[src/rtl/dut_alu_pipe.sv]
// Two-stage pipelined A/B arithmetic unit: MUL, ADD, SUB and saturating MAC
// with valid/ready handshaking and full backpressure on the result side.
module dut_alu_pipe #(
   parameter int DATA_W = 8
) (
   input  logic                  clk,
   input  logic                  i_reset,
   input  logic                  i_valid,
   output logic                  o_ready,
   input  logic [DATA_W-1:0]     i_data_A,
   input  logic [DATA_W-1:0]     i_data_B,
   input  logic [1:0]            i_sel_op,
   input  logic                  i_acc_clr,
   output logic                  o_valid,
   input  logic                  i_ready,
   output logic [2*DATA_W-1:0]   o_data,
   output logic                  o_sat
);

   localparam int DW = 2 * DATA_W;

   localparam logic [1:0] OP_MUL = 2'b00;
   localparam logic [1:0] OP_ADD = 2'b01;
   localparam logic [1:0] OP_SUB = 2'b10;
   localparam logic [1:0] OP_MAC = 2'b11;

   logic              en;
   logic              v1_q;
   logic [DATA_W-1:0] a1_q, b1_q;
   logic [1:0]        op1_q;
   logic              clr1_q;

   logic              valid_q;
   logic [DW-1:0]     data_q, data_d;
   logic [DW-1:0]     acc_q, acc_d;
   logic              sat_q, sat_d;

   logic [DW-1:0]     aExt, bExt, prod;
   logic [DATA_W:0]   sum, diff;
   logic [DW:0]       macSum;

   // The whole pipe advances unless a held result is waiting on downstream.
   assign en      = !(valid_q && !i_ready);
   assign o_ready = en;
   assign o_valid = valid_q;
   assign o_data  = data_q;
   assign o_sat   = sat_q;

   always_ff @(posedge clk or negedge i_reset) begin
      if (!i_reset) begin
         v1_q   <= 1'b0;
         a1_q   <= '0;
         b1_q   <= '0;
         op1_q  <= OP_MUL;
         clr1_q <= 1'b0;
      end else if (en) begin
         v1_q   <= i_valid;
         a1_q   <= i_data_A;
         b1_q   <= i_data_B;
         op1_q  <= i_sel_op;
         clr1_q <= i_acc_clr;
      end
   end

   assign aExt   = {{DATA_W{1'b0}}, a1_q};
   assign bExt   = {{DATA_W{1'b0}}, b1_q};
   assign prod   = aExt * bExt;
   assign sum    = {1'b0, a1_q} + {1'b0, b1_q};
   assign diff   = {1'b0, a1_q} - {1'b0, b1_q};
   assign macSum = {1'b0, acc_q} + {1'b0, prod};

   // Accumulator only ever changes here, so back-to-back MACs need no bubbles.
   always_comb begin
      acc_d  = acc_q;
      sat_d  = sat_q;
      data_d = data_q;
      unique case (op1_q)
         OP_MUL: data_d = prod;
         OP_ADD: data_d = {{(DATA_W-1){1'b0}}, sum};
         OP_SUB: data_d = {{(DATA_W-1){diff[DATA_W]}}, diff};
         OP_MAC: begin
            if (clr1_q) begin
               acc_d = prod;
               sat_d = 1'b0;
            end else if (macSum[DW]) begin
               acc_d = '1;
               sat_d = 1'b1;
            end else begin
               acc_d = macSum[DW-1:0];
            end
            data_d = acc_d;
         end
         default: data_d = prod;
      endcase
   end

   always_ff @(posedge clk or negedge i_reset) begin
      if (!i_reset) begin
         valid_q <= 1'b0;
         data_q  <= '0;
         acc_q   <= '0;
         sat_q   <= 1'b0;
      end else if (en) begin
         valid_q <= v1_q;
         if (v1_q) begin
            data_q <= data_d;
            if (op1_q == OP_MAC) begin
               acc_q <= acc_d;
               sat_q <= sat_d;
            end
         end
      end
   end

endmodule

[config.mk]
export PLATFORM = sky130hd
export DESIGN_NAME = dut_alu_pipe
export DESIGN_NICKNAME = d
export VERILOG_FILES = /design/src/rtl/dut_alu_pipe.sv
export SDC_FILE = /design/constraint.sdc
export NUM_CORES = 1
export LEC_CHECK = 0
export CORE_ASPECT_RATIO = 1.2
export CORE_MARGIN = 5
export CORE_UTILIZATION = 55
export CTS_CLUSTER_DIAMETER = 120
export DETAILED_ROUTE_END_ITERATION = 10
export PLACE_DENSITY = 0.81
export REMOVE_ABC_BUFFERS = 1
export SYNTH_ARGS = -nofsm -noshare
export SYNTH_HDL_FRONTEND = slang
export SYNTH_SLANG_ARGS = --single-unit
[constraint.sdc]
create_clock -name clk -period 5.6 [get_ports clk]
set_input_delay 1.12 -clock clk [delete_from_list [all_inputs] [get_ports clk]]
set_output_delay 1.12 -clock clk [all_outputs]
set_load 0.02 [all_outputs]
==> reports/qor.yml <==
placed_design:
  io_buffers: 41
  dp_cells: 944
  gp_congestion: 0.883
  placed_area_um2: 7270
  dp_hpwl_mm: 13.9
clock_network:
  cts.reportedPaths.clkPinSlew_ps: 80
  root_buffer: "clkbuf_16"
  cts_buffers: 5
  htree_levels: 2
  cts_buffer_depth: 2
  worstSkewPairLatency_ps: 310
  clock-sinks: 54
  cts_tree: "yes"
synthesis:
  ys_warn_count: 0
  yosys.area.top_type: "dfrtp_1"
  synthCells: 700
  synth_ff_type: "dfrtp_1"
  yosysMostFrequentCell: "inv_1"
  syn_area_um2: 6080
  ys_types: 63
  avgSynthCellArea_um2: 8.69
  synth_area_leaders: "dfrtp_1 22%, ha_1 14%, fa_1 13%, and2_1 5.0%, inv_1 5.0%"
  ys_top_cells_by_count: "81 x inv_1, 68 x ha_1, 66 x nand2_1, 54 x dfrtp_1, 52 x nor2_1"
  yosysSeqAreaShare_pct: 22.2
  synth-edff-count: 0
  synth_seq_cells: 54
  async_flop_share_pct: 100
  yosysTopAreaCellShare_pct: 22.2
min_path:
  hold_end: "acc_q[4]$_DFFE_PN0P_"
  worstHoldStart: "acc_q[4]$_DFFE_PN0P_"
  hold-path-cell-count: 1
  hold_class: "reg -> reg"
floorplanning:
  initial_utilization_pct: 55.6
  io_pins: 42
  rows: 42
  die_y_um: 125
  die_w_um: 106
  die-area_um2: 13300
  core_um2: 10900
sta:
  skew_ps: 5.98
  period_minus_slack_ps: 5760
  tightest_slew_ps: 1260
  setup-violations-final: 25
  max_freq_mhz: 174
  hold_viol_final: 0
  relSlewSlack_pct: 15.5
  fin_crit_sh_pct: 103
  rsz0062_at_grt: "true"
  drv_slew: 0
  layout_setup_ws_ps: -155
run_status:
  status: "finished, violations left"
  violations: "negative setup slack"
drt:
  drt_wl_total_mm: 21.0
  num_vias: 6251
  drt_iter0_drc: 661
  drc: 0
  vias_per_cell: 6.28
  detail-route-antenna-nets: 0
  firstDrtPassIters: 7
  wl_per_cell_um: 21.0
worst_setup_path:
  cp.arrival_ps: 5910
  path_max_fanout: 7
  endpoint_kind: "flip-flop"
  r2r-end: "o_data[15]$_DFFE_PN0P_"
  reg2reg_depth: 24
  cp-startpoint: "b1_q[2]$_DFFE_PN0N_"
  path_class: "reg -> reg"
  worstPathRequired_ps: 5760
  reg2reg_slack_ps: -160
  reg2reg_from: "b1_q[2]$_DFFE_PN0N_"
  crit_path_start_kind: "flip-flop"
global_route:
  antenna_found_initial: 0
  grt_max_degree: 55
  grt_pass1_vias: 6419
  grt_pass1_wl_mm: 31.9
  grt-ovfl-total: 0
  grtUsageTotal_pct: 30.0
run:
  cap_viol_max_count: 0
finish:
  num-nets-final: 993
  fin_cells: 996
  fin_area_um2: 8700
  drive_gt1_share_pct: 36.1
  antenna_cells: 0
  final_util_pct: 79.6
  area_growth_pct: 43.0
## worst max path at each step
stage	to	slack, ps	cells after the start
after global placement	o_data[5]$_DFFE_PN0P_	-400	24
after detailed placement	o_data[5]$_DFFE_PN0P_	-550	24
after global routing	o_data[11]$_DFFE_PN0P_	-310	25
after CTS	o_data[15]$_DFFE_PN0P_	-70	22
after floorplan	o_data[5]$_DFFE_PN0P_	-210	22
final	o_data[15]$_DFFE_PN0P_	-160	24
## kinds of logic after synthesis
group                    share of synthesized area, %
AND/OR/NAND/NOR                                  17.7
multiplexers                                     2.76
flip-flops                                       22.2
XOR/XNOR                                         3.58
AO/OA/AOI/OAI                                    20.5
adder cells (fa/ha/maj)                          26.8
buffers and inverters                            6.46
## metrics by stage
step,setup WS [ps],hold WS (ps),setup TNS [ps]
CTS,-71.0,496,-192
global route,-307,535,-6490
floorplan,-205,452,-2110
detailed placement,-545,477,-13170
global placement,-402,471,-10000
finish,-155,494,-1970
## repair_timing
| item | in CTS | in global routing |
|---|---|---|
| endpoints found under the hold margin | 0 | 0 |
| setup buffers | 30 | 16 |
| resized for setup | 95 | 98 |
| pin swaps | 57 | 65 |
| endpoints found under the setup margin | 33 | 33 |
| gates cloned | 1 | 0 |
| hold buffers | 0 | 0 |
## registers in the layout, indices dropped and copies added (netlist names)
| signal | count |
|---|---|
| b1_q | 8 |
| acc_q | 16 |
| o_data | 16 |
| a1_q | 8 |
| o_valid | 1 |
| o_sat | 1 |
| v1_q | 1 |
| op1_q | 2 |
| clr1_q | 1 |
## metal layers
| layer | up-vias | share of wire (%) | global-route usage [%] |
|---|---|---|---|
| li1 | 2729 | - | - |
| met1 | 3046 | 35 | 35.0 |
| met2 | 355 | 51 | 53.9 |
| met3 | 121 | 6.3 | 3.35 |
| met4 | 0 | 6.8 | 15.2 |
| met5 | - | 0 | 0 |
## worst max-delay path, stage by stage (launching register included)
cell and delay, ps:
dfrtp_2 460, buf_6 150, and2_1 180, fa_2 350, fa_1 470, fa_1 570
inv_1 50, fa_1 490, inv_2 50, ha_4 290, nand3_2 60, o211ai_1 260
buf_4 190, o31ai_4 60, buf_6 150, a211oi_4 290, inv_2 80, ha_4 230
nand2_4 80, o211ai_1 130, a21o_4 240, a31o_4 260, a211o_1 270, nand3_2 110
o2111ai_2 110
## cell usage in the layout (no fill, tap or decap), types with 7 or more instances in the layout
cell type        instances
nand2_2                  7
ha_4                    19
inv_2                   10
nor2_1                  47
a21oi_1                 18
inv_1                   71
clkdlybuf4s50_1         40
mux2_2                  11
a21o_1                  16
nand3_1                 12
fa_1                    33
nand2b_1                 9
nand2_1                 56
ha_1                    47
buf_6                   13
dfrtp_1                 45
a21oi_2                 12
buf_4                  121
o21ai_0                 28
and2_1                  44
xor2_1                   7
dfrtp_2                  9
o21ai_1                  9
## cell type report
| class | instances | area, µm² |
|---|---|---|
| Clock buffer | 5 | 125 |
| Timing Repair Buffer | 177 | 1500 |
| Fill cell | 636 | 2230 |
| Inverter | 82 | 308 |
| Tap cell | 132 | 165 |
| Multi-Input combinational cell | 543 | 5210 |
| Clock inverter | 3 | 28.8 |
| Sequential cell | 54 | 1360 |
Power is not shown: default switching activity piles up to over one toggle a cycle in this logic, so the estimate is an artifact.
